==> config.mk <==
export PLATFORM = sky130hd
export DESIGN_NAME = clean_countdown_display
export DESIGN_NICKNAME = d
export VERILOG_FILES = /design/src/rtl/clean_countdown_display.sv
export SDC_FILE = /design/constraint.sdc
export NUM_CORES = 1
export LEC_CHECK = 0
export ABC_CLOCK_PERIOD_IN_PS = 5750
export CAP_MARGIN = 0
export CORE_UTILIZATION = 55
export CTS_BUF_LIST = sky130_fd_sc_hd__clkbuf_8
export DETAILED_ROUTE_END_ITERATION = 12
export PLACE_DENSITY_LB_ADDON = 0.3
export SYNTH_ARGS = -nofsm -noshare
export SYNTH_HDL_FRONTEND = slang
export SYNTH_SLANG_ARGS = --single-unit
==> constraint.sdc <==
create_clock -name clk_i -period 5.75 [get_ports clk_i]
set_input_delay 1.15 -clock clk_i [delete_from_list [all_inputs] [get_ports clk_i]]
set_output_delay 1.15 -clock clk_i [all_outputs]
set_load 0.01 [all_outputs]
==> src/rtl/clean_countdown_display.sv <==
// Converts the self-clean seconds countdown to M:SS with an iterative divider.
// It drives a 4-digit multiplexed 7-segment display in one of three modes: live, flash or blank.
module clean_countdown_display #(
   parameter int unsigned SCAN_DIV    = 100_000,
   parameter int unsigned BLINK_DIV   = 25_000_000,
   parameter int unsigned DONE_BLINKS = 6
) (
   input  logic       clk_i,
   input  logic       rst_ni,
   input  logic       cleaning_i,
   input  logic [7:0] countdown_i,
   input  logic       done_i,
   output logic       busy_o,
   output logic [3:0] an_o,
   output logic [7:0] seg_o
);
   localparam int unsigned ScanW  = (SCAN_DIV > 1) ? $clog2(SCAN_DIV) : 1;
   localparam int unsigned BlinkW = (BLINK_DIV > 1) ? $clog2(BLINK_DIV) : 1;
   localparam int unsigned HalfW  = (DONE_BLINKS > 1) ? $clog2(DONE_BLINKS) : 1;

   typedef enum logic [1:0] {StIdle, StMin, StSec, StLoad} conv_state_e;

   conv_state_e       state_q, state_d;
   logic [7:0]        rem_q, rem_d, last_cnt_q, last_cnt_d;
   logic [3:0]        mins_q, mins_d, tens_q, tens_d;
   logic [3:0]        dig_min_q, dig_min_d, dig_tens_q, dig_tens_d, dig_ones_q, dig_ones_d;
   logic              busy_q, busy_d;
   logic              clean_q, done_q;
   logic              flash_q, flash_d;
   logic [BlinkW-1:0] blink_cnt_q, blink_cnt_d;
   logic [HalfW-1:0]  half_q, half_d;
   logic [ScanW-1:0]  scan_cnt_q, scan_cnt_d;
   logic [1:0]        scan_idx_q, scan_idx_d;
   logic [3:0]        an_q, an_d;
   logic [7:0]        seg_q, seg_d;
   logic              clean_rise, done_rise, lit;
   logic [3:0]        digit;

   assign clean_rise = cleaning_i & ~clean_q;
   assign done_rise  = done_i & ~done_q;

   function automatic logic [6:0] decode(input logic [3:0] d);
      case (d)
         4'd0:    decode = 7'h3F;
         4'd1:    decode = 7'h06;
         4'd2:    decode = 7'h5B;
         4'd3:    decode = 7'h4F;
         4'd4:    decode = 7'h66;
         4'd5:    decode = 7'h6D;
         4'd6:    decode = 7'h7D;
         4'd7:    decode = 7'h07;
         4'd8:    decode = 7'h7F;
         4'd9:    decode = 7'h6F;
         default: decode = 7'h00;
      endcase
   endfunction

   // Conversion: repeated subtraction of 60 then 10, one step per cycle.
   always_comb begin
      state_d    = state_q;
      rem_d      = rem_q;
      last_cnt_d = last_cnt_q;
      mins_d     = mins_q;
      tens_d     = tens_q;
      busy_d     = busy_q;
      dig_min_d  = dig_min_q;
      dig_tens_d = dig_tens_q;
      dig_ones_d = dig_ones_q;
      case (state_q)
         StIdle: begin
            if (cleaning_i && ((countdown_i != last_cnt_q) || clean_rise)) begin
               rem_d      = countdown_i;
               last_cnt_d = countdown_i;
               mins_d     = 4'd0;
               tens_d     = 4'd0;
               busy_d     = 1'b1;
               state_d    = StMin;
            end
         end
         StMin: begin
            if (rem_q >= 8'd60) begin
               rem_d  = rem_q - 8'd60;
               mins_d = mins_q + 4'd1;
            end else begin
               state_d = StSec;
            end
         end
         StSec: begin
            if (rem_q >= 8'd10) begin
               rem_d  = rem_q - 8'd10;
               tens_d = tens_q + 4'd1;
            end else begin
               state_d = StLoad;
            end
         end
         StLoad: begin
            dig_min_d  = mins_q;
            dig_tens_d = tens_q;
            dig_ones_d = rem_q[3:0];
            busy_d     = 1'b0;
            state_d    = StIdle;
         end
         default: state_d = StIdle;
      endcase
   end

   // Flash sequencing; a done edge wins over a simultaneous cleaning edge.
   always_comb begin
      flash_d     = flash_q;
      blink_cnt_d = blink_cnt_q;
      half_d      = half_q;
      if (done_rise) begin
         flash_d     = 1'b1;
         blink_cnt_d = '0;
         half_d      = '0;
      end else if (clean_rise) begin
         flash_d = 1'b0;
      end else if (flash_q) begin
         if (blink_cnt_q == BlinkW'(BLINK_DIV - 1)) begin
            blink_cnt_d = '0;
            if (half_q == HalfW'(DONE_BLINKS - 1)) begin
               flash_d = 1'b0;
               half_d  = '0;
            end else begin
               half_d = half_q + HalfW'(1);
            end
         end else begin
            blink_cnt_d = blink_cnt_q + BlinkW'(1);
         end
      end
   end

   always_comb begin
      scan_cnt_d = scan_cnt_q + ScanW'(1);
      scan_idx_d = scan_idx_q;
      if (scan_cnt_q == ScanW'(SCAN_DIV - 1)) begin
         scan_cnt_d = '0;
         scan_idx_d = scan_idx_q + 2'd1;
      end
   end

   // Outputs are built from next-state so an/seg change together on one edge.
   always_comb begin
      an_d  = 4'b0000;
      seg_d = 8'h00;
      digit = 4'd0;
      lit   = flash_d ? ~half_d[0] : cleaning_i;
      if (!flash_d) begin
         case (scan_idx_d)
            2'd0:    digit = dig_ones_d;
            2'd1:    digit = dig_tens_d;
            default: digit = dig_min_d;
         endcase
      end
      if (lit && (scan_idx_d != 2'd3)) begin
         an_d  = 4'b0001 << scan_idx_d;
         seg_d = {(scan_idx_d == 2'd2), decode(digit)};
      end
   end

   always_ff @(posedge clk_i) begin
      if (!rst_ni) begin
         state_q     <= StIdle;
         rem_q       <= '0;
         last_cnt_q  <= '0;
         mins_q      <= '0;
         tens_q      <= '0;
         busy_q      <= 1'b0;
         dig_min_q   <= '0;
         dig_tens_q  <= '0;
         dig_ones_q  <= '0;
         clean_q     <= 1'b0;
         done_q      <= 1'b0;
         flash_q     <= 1'b0;
         blink_cnt_q <= '0;
         half_q      <= '0;
         scan_cnt_q  <= '0;
         scan_idx_q  <= '0;
         an_q        <= '0;
         seg_q       <= '0;
      end else begin
         state_q     <= state_d;
         rem_q       <= rem_d;
         last_cnt_q  <= last_cnt_d;
         mins_q      <= mins_d;
         tens_q      <= tens_d;
         busy_q      <= busy_d;
         dig_min_q   <= dig_min_d;
         dig_tens_q  <= dig_tens_d;
         dig_ones_q  <= dig_ones_d;
         clean_q     <= cleaning_i;
         done_q      <= done_i;
         flash_q     <= flash_d;
         blink_cnt_q <= blink_cnt_d;
         half_q      <= half_d;
         scan_cnt_q  <= scan_cnt_d;
         scan_idx_q  <= scan_idx_d;
         an_q        <= an_d;
         seg_q       <= seg_d;
      end
   end

   assign busy_o = busy_q;
   assign an_o   = an_q;
   assign seg_o  = seg_q;

endmodule

==> metrics.cfg, run 1 <==
[status]
outcome=completed

[layout]
nNetsFinal=625
drive_gt1_share_pct=6.67
fill_cells=757
diodes=0
regArea_um2=2020
synthToLayoutAreaGrowth_pct=9.56
final_common_cell=dfxtp_1
final_cell_mix=dfxtp_1, nor2_1, nand2_1, xor2_1, nor2b_1
multi_input_area_um2=2930

[logic_synthesis]
synth_edf_count=0
synth_seq_area_share_pct=39.5
synth.distinct_cells=63
ys.flop_type=dfxtp_1
ys_async_sr_fraction_pct=0
ys_ff_latch=101
synthCells=583
postSynthAreaPerCell_um2=8.78
syn_nets=613
synth_area_um2=5120
yosys_warnings=0

[global_routing]
overflow=0
antenna_found_initial=0
grt_max_degree=52
gr-usage-all-layers_pct=22.4
grt_pass1_wl_um=17400
grt_pass1_vias=3752

[pwr]
p_leak_uw=0.00213
pwr-share-comb_pct=28.3
power.density_nw_per_um2=315
vdd_ir_drop_max_v=0.000158
intPower_uw=1180
p_sw_uw=584
pwr-share-clk_pct=25.9
power.share.switching_pct=33.1
p_seq_share_pct=45.8

[hold_path]
whs_path_depth=1
hold_end=scan_cnt_q[0]$_SDFF_PP0_
min_from=scan_cnt_q[0]$_SDFF_PP0_
min_path_type=flip-flop to flip-flop

[sta]
worst_pin_slew_ns=0.962
fmax_mhz=256
relSlewSlack_pct=35.4
fin_skew_ns=0.0105
hold_viol=0
rsz0062_at_grt=false
slew_violations=0
fin_crit_ns=3.90
finalCritPeriodShare_pct=67.8
fin_setup_tns_ns=0
setup_violations=0
setup_slack_ns=1.85

[setup_path]
worstSetupPathType=flip-flop to flip-flop
start_kind=flip-flop
r2r_setup_slack_ns=1.85
path_buf_inv=0
crit_cells=9
worst-endpoint-arrival_ns=4.15
r2r-start=scan_cnt_q[8]$_SDFF_PP0_
reg2regPathDepth=9
end_kind=flip-flop
rr_endpoint=seg_o[1]$_SDFF_PP0_
critical_path_required_ns=6.00
cp_slowest_cell=nor4_4
crit_family=simple AND/OR/NAND/NOR gates
worstPathCellList=or4b_2 -> nor4_4 -> mux2i_1 -> nor3_1 -> a311o_2 -> or2_2 -> ha_1 -> o21ai_0 -> a21oi_1
path_max_fanout=21
max_stage_delay_ns=0.75

[clocking]
h-tree-depth=3
cts_root_buf=clkbuf_8
cts_resized=0
cts_hold_buf=0
cts_buffers=9
cts_setup_buffers=0
clk_pin_slew_ns=0.09
clock_sinks=101
cts_tree=done
clk_path_buf_depth=2
clock_latency_ns=0.37

[detailed_routing]
vias_per_cell=5.58
wirelength_um=10200
drcViolationCount=0
initialDrtViolationCount=128
ant_nets=0
avgRoutedWirePerCell_um=14.4
via_count=3949
first_pass_iters=6

[die]
dieHeight_um=98.4
pin_count=25
core-area_um2=8850
rows=34
start_util_pct=57.8
dieWidth_um=98.4
die_area_um2=9690

[placed_design]
place_congestion=0.855
port_buffers=24
dp_slack_ns=1.88
place_hpwl_um=7140

[job]
maxCapViolCount=0

-- layer usage --
metal	up-vias	global-route usage (%)	routed length (um)
li1	2021	-	-
met4	0	7.35	160
met3	13	5.39	476
met2	83	37.6	4850
met1	1832	28.4	4710
met5	-	0	0
-- registers in the layout (all words and copies together), names as in the netlist, 8 cells and up --
signal and flops:
last_cnt_q 8, seg_o 8, scan_cnt_q 17, rem_q 8, blink_cnt_q 25
-- cell usage after synthesis (3+ instances only) --
cell / instances / area [um2]
xnor2_1: 27 / 236
o2111ai_1: 3 / 26.3
xor2_1: 28 / 245
a21o_1: 4 / 30.0
and3_1: 4 / 25.0
nor2b_1: 28 / 175
o211a_1: 3 / 30.0
buf_2: 6 / 30.0
nand2_1: 51 / 191
o21ai_0: 17 / 85.1
clkbuf_1: 17 / 63.8
nand3b_1: 5 / 37.5
a31oi_1: 4 / 25.0
a21oi_1: 17 / 85.1
a22oi_1: 3 / 22.5
and2_1: 14 / 87.6
nor3_1: 11 / 55.1
or3_1: 5 / 31.3
and4_1: 3 / 26.3
a21boi_0: 6 / 45.0
nand2b_1: 8 / 50.1
ha_1: 18 / 225
o221ai_1: 3 / 26.3
a221oi_1: 3 / 26.3
inv_1: 17 / 63.8
or2_2: 4 / 25.0
dfxtp_1: 101 / 2020
mux2i_1: 26 / 260
nand3_1: 22 / 110
nand4_1: 13 / 81.3
nor2_1: 74 / 278
-- metrics by stage --
step	std cells	area, um2	total power (uW)	hold slack (ns)	utilization [%]
after floorplan	583	5120	1190	0.426	-
after global placement	692	5410	1300	0.437	61.1
after detailed placement	692	5410	1320	0.454	61.1
after CTS	708	5610	1780	0.477	63.3
after global routing	708	5610	1870	0.506	63.3
final	708	5610	1760	0.472	63.3
-- power groups by stage --
| stage | Sequential, uW | Clock [uW] | Combinational [uW] |
|---|---|---|---|
| finish | 808 | 458 | 499 |
| global route | 816 | 500 | 554 |
| CTS | 807 | 473 | 498 |
| detailed placement | 824 | 0 | 495 |
| global placement | 820 | 0 | 480 |
| floorplan | 806 | 0 | 389 |
-- how the worst max path moves through the flow --
stage | startpoint | endpoint | slack (ns)
floorplan | cleaning_i | blink_cnt_q[21]$_SDFFE_PP0P_ | 2.69
global placement | cleaning_i | blink_cnt_q[23]$_SDFFE_PP0P_ | 1.96
detailed placement | cleaning_i | blink_cnt_q[23]$_SDFFE_PP0P_ | 1.88
CTS | scan_cnt_q[8]$_SDFF_PP0_ | seg_o[1]$_SDFF_PP0_ | 1.89
global route | scan_cnt_q[8]$_SDFF_PP0_ | seg_o[1]$_SDFF_PP0_ | 1.63
finish | scan_cnt_q[8]$_SDFF_PP0_ | seg_o[1]$_SDFF_PP0_ | 1.85
-- cell families (layout without fill, tap and decap cells) --
kind of cell	count (synthesis)	after routing	share of synthesized area, %
multiplexers	28	28	5.53
AND/OR/NAND/NOR	260	260	26.8
other	1	1	0.0733
adder cells (fa/ha/maj)	18	18	4.40
AO/OA/AOI/OAI	78	78	10.9
buffers and inverters	42	59	3.37
flip-flops	101	101	39.5
XOR/XNOR	55	55	9.42
-- cell type report --
class	count	share of cell area, %
inverter	17	1.14
tap	108	2.41
clock buffer	10	2.46
sequential	101	36.1
timing repair buffer	26	4.55
clock inverter	6	1.12
multi-input combinational	440	52.3
-- worst reg2reg max path, cell delays in order, from the launching register on --
cell and delay (ns):
dfxtp_1 0.37, or4b_2 0.69, nor4_4 0.75, mux2i_1 0.46, nor3_1 0.08, a311o_2 0.42, or2_2 0.33, ha_1 0.31
o21ai_0 0.26, a21oi_1 0.12
Note: power is estimated with default switching activity, not from simulation.
==> inputs of run 2 (changes only) <==
- ABC_CLOCK_PERIOD_IN_PS: 5750 -> 3600
- clock period: 5.75 -> 3.6 ns (I/O delays scaled with it)
==> run 2 against run 1 <==
Maximum frequency up 21%. Clock power increased by 50%. Clock skew up 0.0022 ns. Combinational power up 61%. Die area unchanged. Via count up 1.9%. Global-route usage is 0.59 points lower. Total power rose by 58%. Largest cell class unchanged.
==> metrics.cfg, run 2 (synthesized netlist as in run 1, its figures left out) <==
[status]
outcome=completed

[layout]
synthToLayoutAreaGrowth_pct=9.83
diodes=0
largest_register_ffs=25
design_area_um2=5620
final_common_cell=dfxtp_1
regMostFlops=blink_cnt_q
final_cell_mix=dfxtp_1, nor2_1, nand2_1, xor2_1, nor2b_1
nNetsFinal=628
drive_gt1_share_pct=7.30
top_regs=blink_cnt_q x25, scan_cnt_q x17
instances_no_fill=711

[global_routing]
antenna_found_initial=0
grt_max_degree=48
overflow=0
gr-usage-all-layers_pct=21.8
grt_pass1_vias=3817
grt_pass1_wl_um=17200

[clocking]
clk_pin_slew_ns=0.10
clock_latency_ns=0.37
clk_path_buf_depth=2
cts_buffers=9
h-tree-depth=3
cts_tree=done
cts_root_buf=clkbuf_8
clock_sinks=101
cts_setup_buffers=0
cts_hold_buf=0
cts_resized=0

[hold_path]
min_path_type=flip-flop to flip-flop
min_from=scan_cnt_q[0]$_SDFF_PP0_

[sta]
fmax_mhz=309
setup_violations=0
relSlewSlack_pct=48.6
hold_viol=0
finalCritPeriodShare_pct=89.9
slew_violations=0
fin_setup_tns_ns=0
rsz0062_at_grt=false
worst_pin_slew_ns=0.771
fin_crit_ns=3.23
fin_skew_ns=0.0128
setup_slack_ns=0.365

[die]
core-area_um2=8850
dieWidth_um=98.4
rows=34
die_area_um2=9690
dieHeight_um=98.4
start_util_pct=57.8
pin_count=25

[setup_path]
crit_path_end=seg_o[1]$_SDFF_PP0_
path_max_fanout=5
rr_endpoint=seg_o[1]$_SDFF_PP0_
critical_path_required_ns=3.85
worst-endpoint-arrival_ns=3.49
reg2regPathDepth=9
end_kind=flip-flop
r2r-start=scan_cnt_q[8]$_SDFF_PP0_
worstSetupPathType=flip-flop to flip-flop
crit_start=scan_cnt_q[8]$_SDFF_PP0_
start_kind=flip-flop
r2r_setup_slack_ns=0.37

[pwr]
power_uw=2780
pwr-share-clk_pct=24.7
p_seq_share_pct=46.4
power.density_nw_per_um2=495
p_sw_uw=944
pwr-share-comb_pct=28.9
vdd_ir_drop_max_v=0.000256
power.share.switching_pct=33.9
p_leak_uw=0.00214
intPower_uw=1840

[detailed_routing]
initialDrtViolationCount=174
avgRoutedWirePerCell_um=14.1
via_count=4023
ant_nets=0
wirelength_um=10000
first_pass_iters=7
drcViolationCount=0
vias_per_cell=5.66

[placed_design]
port_buffers=24
place_hpwl_um=7150
dp_slack_ns=0.301
place_inst=695
postPlaceCellArea_um2=5430
place_congestion=0.843

[job]
maxCapViolCount=0

## run 2: cell types whose count changed in the layout (fill, tap and decap cells not counted), sizes merged
cell,delta
bufinv,-1
clkinvlp,-1
buf,+3
clkinv,+2
## run 2: cell type report
| cell class | instances | area, um2 |
|---|---|---|
| clock inverter | 6 | 53.8 |
| fill | 758 | 3230 |
| clock buffer | 10 | 138 |
| tap | 108 | 135 |
| multi-input combinational | 440 | 2930 |
| sequential | 101 | 2020 |
| inverter | 17 | 63.8 |
| timing repair buffer | 29 | 278 |
## run 2: worst min path at each step
stage | slack, ns | cells past startpoint | to
floorplan | 0.43 | 1 | scan_cnt_q[0]$_SDFF_PP0_
global placement | 0.44 | 1 | scan_cnt_q[0]$_SDFF_PP0_
detailed placement | 0.44 | 1 | scan_cnt_q[0]$_SDFF_PP0_
CTS | 0.47 | 1 | scan_cnt_q[0]$_SDFF_PP0_
global route | 0.51 | 1 | scan_cnt_q[0]$_SDFF_PP0_
finish | 0.46 | 1 | scan_cnt_q[0]$_SDFF_PP0_
## run 2: critical path, cell delays in order, from the launching register on
cell	delay, ns
dfxtp_1	0.37
or4b_2	0.68
nor4_4	0.21
mux2i_1	0.44
nor3_1	0.10
a311o_2	0.43
or2_2	0.34
ha_1	0.30
o21ai_0	0.17
a21oi_1	0.09
## run 2: metal layers
| metal | track usage, % | part of all wire [%] |
|---|---|---|
| met5 | 0 | 0 |
| met4 | 5.86 | 0.81 |
| met3 | 4.89 | 4.2 |
| met2 | 37.1 | 48 |
| met1 | 28.0 | 47 |
## run 2: stage by stage
| stage | hold WS (ns) | utilization, % |
|---|---|---|
| after CTS | 0.469 | 63.5 |
| after global routing | 0.512 | 63.5 |
| after detailed placement | 0.444 | 61.3 |
| final | 0.460 | 63.5 |
| after global placement | 0.438 | 61.3 |
| after floorplan | 0.426 | - |
## run 2: power by group through the flow
stage / clock [uW] / sequential, uW / combinational (uW)
final: 686 / 1290 / 804
after global routing: 754 / 1300 / 901
after CTS: 704 / 1290 / 802
after detailed placement: 0 / 1320 / 794
after global placement: 0 / 1310 / 772
after floorplan: 0 / 1290 / 621
